<file path="config.mk">
export PLATFORM = sky130hd
export DESIGN_NAME = mem_line_ctrl
export DESIGN_NICKNAME = d
export VERILOG_FILES = /design/src/rtl/mem_line_ctrl.sv
export SDC_FILE = /design/constraint.sdc
export NUM_CORES = 1
export LEC_CHECK = 0
export ABC_AREA = 1
export BUFFER_PORTS_ARGS = -buffer_cell sky130_fd_sc_hd__buf_2
export CORE_AREA = 8 8 231 233
export DETAILED_ROUTE_END_ITERATION = 16
export DIE_AREA = 0 0 239 241
export GPL_TIMING_DRIVEN = 0
export PLACE_DENSITY = 0.54
export REMOVE_ABC_BUFFERS = 1
export SYNTH_ARGS = -nofsm -noshare
export SYNTH_HDL_FRONTEND = slang
export SYNTH_SLANG_ARGS = --single-unit
export TNS_END_PERCENT = 20
</file>
<file path="constraint.sdc">
create_clock -name clk -period 2.7 [get_ports clk]
set_input_delay 0.27 -clock clk [delete_from_list [all_inputs] [get_ports clk]]
set_output_delay 0.27 -clock clk [all_outputs]
set_load 0.05 [all_outputs]
</file>
<file path="src/rtl/mem_line_ctrl.sv">
// Cache-line controller toward a slow memory: optional dirty-victim writeback,
// one idle gap cycle, then the line fill, with a per-transaction timeout.
module mem_line_ctrl #(
    parameter int unsigned TIMEOUT = 1023
) (
    input  logic         clk,
    input  logic         rst_n,
    input  logic         req_valid,
    input  logic         req_wb,
    input  logic [27:0]  req_addr,
    input  logic [27:0]  wb_addr,
    input  logic [127:0] wb_data,
    output logic         busy,
    output logic         fill_valid,
    output logic [127:0] fill_data,
    output logic         err,
    output logic         mem_read,
    output logic         mem_write,
    output logic [27:0]  mem_addr,
    output logic [127:0] mem_wdata,
    input  logic [127:0] mem_rdata,
    input  logic         mem_ready
);
    localparam int unsigned AW = 28;
    localparam int unsigned CW = $clog2(TIMEOUT + 1);

    typedef enum logic [2:0] {IDLE, WB, GAP, FILL, DONE} state_t;

    state_t         state;
    state_t         next_state;
    logic           accept;
    logic           expire;
    logic [AW-1:0]  req_addr_q;
    logic [AW-1:0]  wb_addr_q;
    logic [AW-1:0]  cap_req_addr;
    logic [AW-1:0]  cap_wb_addr;
    logic [CW-1:0]  cnt;

    // The waiting cycle that would bring the counter to TIMEOUT aborts instead.
    assign expire = (cnt == CW'(TIMEOUT - 1)) && !mem_ready;

    // Captured addresses as they will be after this edge.
    assign cap_req_addr = accept ? req_addr : req_addr_q;
    assign cap_wb_addr  = accept ? wb_addr  : wb_addr_q;

    always_ff @(posedge clk or negedge rst_n) begin
        if (!rst_n) begin
            state <= IDLE;
        end else begin
            state <= next_state;
        end
    end

    always_comb begin
        next_state = state;
        accept     = 1'b0;
        case (state)
            IDLE: begin
                if (req_valid) begin
                    accept     = 1'b1;
                    next_state = req_wb ? WB : FILL;
                end
            end
            WB: begin
                if (mem_ready) begin
                    next_state = GAP;
                end else if (expire) begin
                    next_state = IDLE;
                end
            end
            GAP:  next_state = FILL;
            FILL: begin
                if (mem_ready) begin
                    next_state = DONE;
                end else if (expire) begin
                    next_state = IDLE;
                end
            end
            DONE:    next_state = IDLE;
            default: next_state = IDLE;
        endcase
    end

    // Request capture; memory-side payload comes only from these registers.
    always_ff @(posedge clk or negedge rst_n) begin
        if (!rst_n) begin
            req_addr_q <= '0;
            wb_addr_q  <= '0;
            mem_wdata  <= '0;
        end else if (accept) begin
            req_addr_q <= req_addr;
            wb_addr_q  <= wb_addr;
            mem_wdata  <= wb_data;
        end
    end

    // Outputs registered from the next state so strobes are clean flop outputs.
    always_ff @(posedge clk or negedge rst_n) begin
        if (!rst_n) begin
            busy       <= 1'b0;
            mem_write  <= 1'b0;
            mem_read   <= 1'b0;
            fill_valid <= 1'b0;
            mem_addr   <= '0;
        end else begin
            busy       <= (next_state != IDLE);
            mem_write  <= (next_state == WB);
            mem_read   <= (next_state == FILL);
            fill_valid <= (next_state == DONE);
            mem_addr   <= (next_state == WB) ? cap_wb_addr : cap_req_addr;
        end
    end

    always_ff @(posedge clk or negedge rst_n) begin
        if (!rst_n) begin
            cnt <= '0;
        end else if ((next_state != state) && ((next_state == WB) || (next_state == FILL))) begin
            cnt <= '0;
        end else if (((state == WB) || (state == FILL)) && !mem_ready) begin
            cnt <= cnt + CW'(1);
        end
    end

    always_ff @(posedge clk or negedge rst_n) begin
        if (!rst_n) begin
            fill_data <= '0;
            err       <= 1'b0;
        end else begin
            if ((state == FILL) && mem_ready) begin
                fill_data <= mem_rdata;
            end
            if (((state == WB) || (state == FILL)) && expire) begin
                err <= 1'b1;
            end
        end
    end

endmodule
</file>
* After elaboration in Yosys (flattened, before gate mapping)
Cells that the tools add are included.
** Storage, ports and cells
- Flip-flop bits (word level) :: 358
- Input port bits :: 317
- Logic and storage cells :: 45
** Operators by class
- Add/subtract/negate cells :: 1
- Eq/ne operators :: 8
- Mux-type cells :: 13
- Reductions and logical operators :: 11
** Operators with widths (count)
- 28-bit two-way mux :: 3
- 10-bit two-way mux :: 2
- 3-bit two-way mux :: 4
- 3-bit one-hot mux with 4 select lines :: 1
- 10-bit by 1-bit adder with 10-bit output, second input constant :: 1
- 10-bit == test, second input constant :: 1
- 3-bit by 2-bit == test with 1-bit output, second input constant :: 3
- 3-bit by 1-bit == test with 1-bit output, second input constant :: 2
- 1-bit logical AND :: 5
- 3-bit == test, second input constant :: 1
- 3-bit zero test :: 1
- 3-bit inequality test :: 1
- 3-bit nonzero test :: 1
- 1-bit logical OR :: 2
- 1-bit two-way mux :: 2
- 2-bit two-way mux :: 1
- 2-bit nonzero test :: 1
- 1-bit zero test :: 1

* Depth between registers and ports, before layout
Gate-level depths: netlist of run 1.
- Word-level depth :: 9
- Mapped depth :: 12
- Gate-level depth less buffers :: 10

* Worst setup path before layout of run 1
Ideal clock, no wire load.
- Path kind :: reg2reg
- From :: reg cnt[0]
- To :: reg mem_addr[18]
- Data arrival time :: 1.365 ns
- Data required time :: 2.583 ns
- Setup slack :: 1.218 ns
- Stages on the path, launching flop included :: 12
- Buffers on the path :: 2
- Period minus slack after synthesis :: 1.482 ns
- Path through :: dfrtp_1 > inv_1 > ha_1 > nand3_1 > nor2_1 > nand2_1 > nand3_1 > nand3_2 > buf_6 > buf_6 > nand2_1 > nand2_1
** Between the ends
- Cells in the longest elaborated chain, start to end :: 7
** RTL lines
- from (decl) :: RTL line 37 : logic [CW-1:0] cnt;
- from (signal assigned) :: RTL line 120 : cnt <= cnt + CW'(1);
- 10-bit == test (*) :: RTL line 40 : assign expire = (cnt == CW'(TIMEOUT - 1)) && !mem_ready;
- 1-bit logical AND (*) :: RTL line 40
- 3-bit two-way mux (*) :: RTL line 67, 75
- 3-bit two-way mux, on equally long branches :: RTL line 73, 65
- 3-bit one-hot mux with 4 select lines (*) :: RTL line 57 : case (state)
- 3-bit by 1-bit == test with 1-bit output (*) :: RTL line 110 : mem_addr <= (next_state == WB) ? cap_wb_addr : cap_req_addr;
- 28-bit two-way mux (*) :: RTL line 110
- to (signal assigned) :: RTL line 110
- to (decl) :: RTL line 19 : output logic [27:0] mem_addr,
Mark *: on every way between the ends. The rest lies on a longest branch, timed or not.
A chain may end at the register's enable or synchronous reset.

* Final worst setup path of run 1
- From :: reg state[1]
- To :: reg mem_wdata[32]
** Between the ends
- Cells in the longest elaborated chain, start to end :: 2
** RTL lines
- from (decl) :: RTL line 29 : state_t state;
- from (signal assigned) :: RTL line 50 : state <= next_state;
- 3-bit zero test :: RTL line 57
- 1-bit two-way mux :: RTL line 57
- to (signal assigned) :: RTL line 93 : mem_wdata <= wb_data;
- to (decl) :: RTL line 20 : output logic [127:0] mem_wdata,
Every way passes these cells.

==> results of run 1 <==
-- worst max-delay path by stage --
stage | slack [ps] | from | to | depth (start not counted)
global route | 20 | state[1] | mem_addr[10] | 7
detailed placement | -1370 | state[1] | mem_addr[10] | 7
CTS | -9 | state[2] | fill_data[123] | 8
finish | 220 | state[1] | mem_wdata[32] | 4
global placement | -10070 | state[1] | mem_wdata[114] | 3
floorplan | -4610 | state[1] | mem_wdata[0] | 3
-- kinds of logic (layout without fill, tap and decap cells) --
family / after synthesis / count (layout)
AND/OR/NAND/NOR: 693 / 695
buffers and inverters: 90 / 1012
adder cells (fa/ha/maj): 2 / 2
flip-flops: 358 / 358
multiplexers: 128 / 128
XOR/XNOR: 6 / 6
other: 0 / 4
AO/OA/AOI/OAI: 4 / 4
-- layout make-up --
| class | instances | area (um^2) |
|---|---|---|
| Fill cell | 4709 | 27700 |
| Tap cell | 672 | 841 |
| Inverter | 16 | 72.6 |
| Sequential cell | 358 | 8960 |
| Timing Repair Buffer | 927 | 6400 |
| Multi-Input combinational cell | 835 | 4410 |
| Clock buffer | 62 | 1180 |
| Clock inverter | 7 | 86.3 |
| Antenna cell | 4 | 10.0 |
-- routing by layer --
| layer | global-route usage, % | wire length [um] |
|---|---|---|
| met1 | 19.3 | 19300 |
| met2 | 29.4 | 25700 |
| met3 | 4.34 | 3560 |
| met4 | 7.29 | 1940 |
| met5 | 0 | 12 |
-- registers in the layout (all words and copies together) (netlist names) --
signal,count
fill_data,128
mem_wdata,128
mem_addr,28
req_addr_q,28
wb_addr_q,28
cnt,10
state,3
busy,1
err,1
fill_valid,1
mem_read,1
mem_write,1
-- metrics by stage --
stage | std cells | hold slack, ps
detailed placement | 2493 | 247
global route | 2879 | 229
finish | 2881 | 209
floorplan | 1207 | -25.6
global placement | 2484 | 451
CTS | 2875 | 168
-- worst max-delay path, cell delays in order (launching register included) --
cell and delay, ps:
dfrtp_2 500, nor2_4 670, nand2_8 360, buf_16 340, mux2_2 340
-- cell usage after synthesis --
library cell	number	area share (%)
nand2_1	575	16
buf_4	4	0.22
buf_1	9	0.25
xor2_1	4	0.26
nand3_1	64	2.3
inv_1	15	0.41
o21ai_0	1	0.037
ha_1	2	0.18
dfrtp_1	358	65
inv_2	1	0.027
and3_1	2	0.091
buf_6	3	0.25
nor3_1	2	0.073
a21oi_1	2	0.073
o21bai_1	1	0.055
buf_2	43	1.6
clkbuf_1	15	0.41
nand4_1	29	1.3
xnor2_1	2	0.13
mux2_2	128	11
nor2_1	20	0.55
nand3_2	1	0.073
-- what timing repair did --
item | 4_1_cts | 5_1_grt
setup buffers | 0 | 0
hold buffers | 313 | 0
pin swaps | 1 | 2
endpoints found under the hold margin | 371 | 0
gates cloned | 0 | 2
resized for setup | 9 | 3
endpoints found under the setup margin | 153 | 102
-- report_power, final --
part	total [mW]	internal (mW)	switching, mW
logic	15.6	3.89	11.7
clock network	5.34	3.13	2.21
registers	9.02	7.87	1.15
total	30.0	14.9	15.1
==> summary.md, run 1 <==
| Metric | Value |
|---|---|
| I/O pin cnt | `606` |
| First-pass GRT wire length | `77800 um` |
| Tot Pwr | `30.0 mW` |
| Yosys warning count | `0` |
| Maximum number of pins on one net before global-route repair | `118` |
| XOR/XNOR Fraction of Synth Area | `0.384%` |
| Gp weighted congestion | `0.818` |
| Synth unique cells | `22` |
| Worst reg2reg setup slack | `220 ps` |
| Worst Tran Pin Value | `836 ps` |
| Number of instances on the worst hold path | `4` |
| Number of levels the H-tree was split into | `2` |
| Post-synthesis cell area | `13700 um^2` |
| Hold Fails Final Rpt | `0` |
| Area of the die | `57600 um^2` |
| Time the final worst path needs with I/O delays and setup | `2480 ps` |
| Count of nets left with antenna violations after detail routing | `0` |
| Detailed Route Iter0 Violations | `648` |
| Dominant combinational cell family by area after synthesis | `simple AND/OR/NAND/NOR gates` |
| Worst Hold Endpoint | `cnt[5]` |
| TritonCTS clock tree | `built` |
| Arrival time worst endpoint | `2900 ps` |
| Final setup violation count | `0` |
| Fraction of layout instances using a drive strength above 1 | `36.8%` |
| Depth of the most critical reg-to-reg path | `4` |
| Max-slew violation total from the final report | `0` |
| Core Area | `49700 um^2` |
| Number of vias per cell after detailed routing | `4.35` |
| Post-detailed-placement half-perimeter wirelength | `33200 um` |
| Syn-to-layout area delta | `60.4%` |
| Starting utilization of the core area | `27.6%` |
| Number of sinks driven by the clock tree | `358` |
| Antenna violations before repair | `6` |
| Post-Synthesis Cells | `1281` |
| Aggregate negative setup slack | `0 ps` |
| Horizontal die dimension | `239 um` |
| Via count of the first global-routing pass | `13700` |
| Routed wire length | `50500 um` |
| Fin worst setup slack | `223 ps` |
| Most common cell after layout, fill and taps aside | `buf_2` |
| LEAKAGE | `11.5 nW` |
| Max frequency | `0.404 GHz` |
| Part of the Yosys area used for sequential elements | `65.4%` |
| Clock-pin slew of the registers on the worst-case setup and hold paths | `60 ps` |
| Final core utilization | `44.2%` |
| Multiplexer share of the synthesized area | `10.5%` |
| Routed wire per std cell | `17.5 um` |
| Synth Area per Inst | `10.7 um^2` |
| GRT Resource Usage Total | `16.8%` |
| Number of buffers created by CTS | `41` |
| Crit end category | `flop` |
| Maximum clock insertion buffer count | `3` |
| Area share of and/or/nand/nor cells after synthesis | `20.2%` |
| Port Buffer Count | `605` |
| WP data required | `3120 ps` |
| RSZ-0062 raised after global routing | `no` |
| Post-synthesis adder-cell area fraction | `0.183%` |
| Area fraction in compound gates after synthesis | `0.164%` |
| Pwr dens | `1360 nW/um^2` |
| Final net count | `2498` |
| Worst-case vdd ir drop | `815 uV` |
| Worst setup path class | `flop to flop` |
| Flip-flop and latch count after synthesis | `358` |
| Worst hold start | `req_valid` |
| Overflow left after global routing | `0` |
| Skew-Pair Late Insertion Delay | `560 ps` |
| Vertical die dimension | `241 um` |
| Clock root buffer | `clkbuf_16` |
| Cell Rows | `82` |
| Via Count | `12500` |
| Critical path fanouts, max | `64` |
| Worst r2r dst | `mem_wdata[32]` |
| Worst hold-check path type | `input port to flop` |
| Clock Skew | `24.8 ps` |
| Status | `finished, final reports clean` |
| Fin crit share | `91.8%` |
| Most frequent cells in the layout | `604 x buf_2, 573 x nand2_1, 357 x dfrtp_1` |
| Placed cell areas | `17500 um^2` |
| Final std cell area, no fill | `22000 um^2` |
| Reg-to-Reg Start | `state[1]` |
| Kind of launch point of the worst setup path | `flop` |
| Max-cap violations | `0` |
| Worst slew margin | `44.1%` |
| Pre-CTS setup slack | `-1370 ps` |
| Number of remaining DRC errors | `0` |
| DRT Pass-1 Iters | `5` |
No activity file was read; power rests on OpenSTA's default activity.
==> run 2, diff against run 1 <==
Clock period 2.7 ns to 3.1 ns, I/O delays scaled along.
==> run 2 against run 1 <==
Compared with the run above: via count fell by 0.45%; largest power group unchanged; clock skew fell by 3.7 ps; combinational power fell by 13%; clock-buffer cell count did not move.
==> summary.md, run 2 (synthesis gave the netlist of run 1 again) <==
| Metric | Value |
|---|---|
| Fin worst setup slack | `373 ps` |
| Max-slew violation total from the final report | `0` |
| Count of nets left with antenna violations after detail routing | `0` |
| I/O pin cnt | `606` |
| Max stage delay on crit path | `600 ps` |
| Most frequent cells in the layout | `604 x buf_2, 573 x nand2_1, 358 x dfrtp_1` |
| Number of instances on the worst hold path | `2` |
| Core Area | `49700 um^2` |
| Maximum number of pins on one net before global-route repair | `118` |
| Pwr dens | `1190 nW/um^2` |
| Routed wire per std cell | `17.2 um` |
| Worst-case vdd ir drop | `709 uV` |
| Worst path buffer plus inverter count | `1` |
| Detailed Route Iter0 Violations | `638` |
| Worst slew margin | `40.0%` |
| Worst Tran Pin Value | `897 ps` |
| Final std cell area, no fill | `21900 um^2` |
| Critical Path, Cell by Cell | `nor2_1 > nor2_1 > inv_1 > nand2_4 > nand3_4 > nand2_1 > nand2_1` |
| Placed cell areas | `17500 um^2` |
| Time the final worst path needs with I/O delays and setup | `2730 ps` |
| Routed wire length | `49500 um` |
| Tot Pwr | `26.0 mW` |
| Clock root buffer | `clkbuf_16` |
| Depth of the most critical reg-to-reg path | `7` |
| Starting utilization of the core area | `27.6%` |
| Clock Skew | `21.1 ps` |
| Worst setup path class | `flop to flop` |
| Status | `finished, final reports clean` |
| Number of sinks driven by the clock tree | `358` |
| Vertical die dimension | `241 um` |
| Top Registers | `fill_data x128, mem_wdata x128` |
| Horizontal die dimension | `239 um` |
| Total number of cells along the worst setup path | `7` |
| Clock-pin slew of the registers on the worst-case setup and hold paths | `60 ps` |
| GRT Resource Usage Total | `16.7%` |
| Port Buffer Count | `605` |
| Final setup violation count | `0` |
| Via count of the first global-routing pass | `13600` |
| Number of vias per cell after detailed routing | `4.34` |
| TritonCTS clock tree | `built` |
| Post-detailed-placement half-perimeter wirelength | `33200 um` |
| Standard cell with the maximum stage delay on the critical path | `nor2_1` |
| Gp weighted congestion | `0.818` |
| Number of levels the H-tree was split into | `2` |
| Fin crit share | `88.0%` |
| Skew-Pair Late Insertion Delay | `560 ps` |
| Critical path fanouts, max | `32` |
| First-pass GRT wire length | `77400 um` |
| Syn-to-layout area delta | `59.8%` |
| Most common cell after layout, fill and taps aside | `buf_2` |
| Crit end category | `flop` |
| Final net count | `2493` |
| Area of the die | `57600 um^2` |
| Aggregate negative setup slack | `0 ps` |
| Fraction of layout instances using a drive strength above 1 | `36.7%` |
| Worst hold-check path type | `input port to flop` |
| Cell Rows | `82` |
| RSZ-0062 raised after global routing | `no` |
| Crit path max-delay family | `simple AND/OR/NAND/NOR gates` |
| Number of buffers created by CTS | `41` |
| Arrival time worst endpoint | `3160 ps` |
| Max frequency | `0.367 GHz` |
| Antenna violations before repair | `5` |
| Kind of launch point of the worst setup path | `flop` |
| Hold slack | `44.0 ps` |
| Maximum clock insertion buffer count | `3` |
| WP data required | `3530 ps` |
| Via Count | `12500` |
| DRT Pass-1 Iters | `5` |
| Max-cap violations | `0` |
| Number of remaining DRC errors | `0` |
| LEAKAGE | `11.5 nW` |
| Pre-CTS setup slack | `-974 ps` |
| Hold Fails Final Rpt | `0` |
| Overflow left after global routing | `0` |
[run 2: cell types whose count changed in the layout (fill, tap and decap cells not counted), sizes merged]
cell / before / now
clkinv: 4 / 3
nand3: 67 / 65
dlygate4sd3: 313 / 310
inv: 18 / 19
diode: 4 / 3
[run 2: worst register-to-register path: cells and delay by family, from the launching register on]
kind	cells	cell delay, ps
buf+inv	1	210
flops	1	530
simple gates	6	1860
[run 2: area by class of cell]
type                       instances  area (um^2)
clock buffer                      62         1180
sequential                       358         8960
tap                              672          841
multi-input combinational        833         4360
inverter                          16         65.1
fill                            4710        27800
antenna                            3         7.51
clock inverter                     7         86.3
timing repair buffer             924         6370
[run 2: worst paths after layout]
check	slack (ps)	startpoint	end
setup reg to reg	370	state[1]	mem_addr[10]
setup / recovery	370	state[1]	mem_addr[10]
hold / removal	40	wb_data[109]	mem_wdata[109]
hold reg to reg	470	req_addr_q[5]	req_addr_q[5]
max in group asynchronous	1440	rst_n	fill_data[32]
min in group asynchronous	300	rst_n	mem_wdata[96]
[run 2: layer usage]
metal | vias up | GRT usage [%] | wire length, um | part of all wire (%)
met3 | 114 | 4.35 | 3580 | 7.2
li1 | 5883 | - | - | -
met2 | 454 | 29.4 | 25400 | 51
met1 | 6020 | 19.2 | 18700 | 38
met5 | - | 0 | 12 | 0.024
met4 | 2 | 6.94 | 1820 | 3.7
[run 2: repair_timing]
action | in CTS | in global routing
cloned | 0 | 0
hold buffers | 310 | 0
hold endpoints to repair | 368 | 0
setup buffers | 0 | 0
resized for setup | 2 | 3
pin swaps | 1 | 0
setup endpoints to repair | 29 | 32
[run 2: through the flow]
step                utilization, %  instances
floorplan                        -       1207
global placement              34.6       2484
finish                        44.1       2875
detailed placement            35.2       2493
CTS                           44.0       2872
global route                  44.1       2873
[run 2: power by group]
group / leakage, nW / internal, mW / total (mW) / switching, mW
registers: 4.42 / 6.85 / 7.85 / 0.995
logic: 6.45 / 3.37 / 13.5 / 10.1
clock network: 0.623 / 2.72 / 4.64 / 1.92
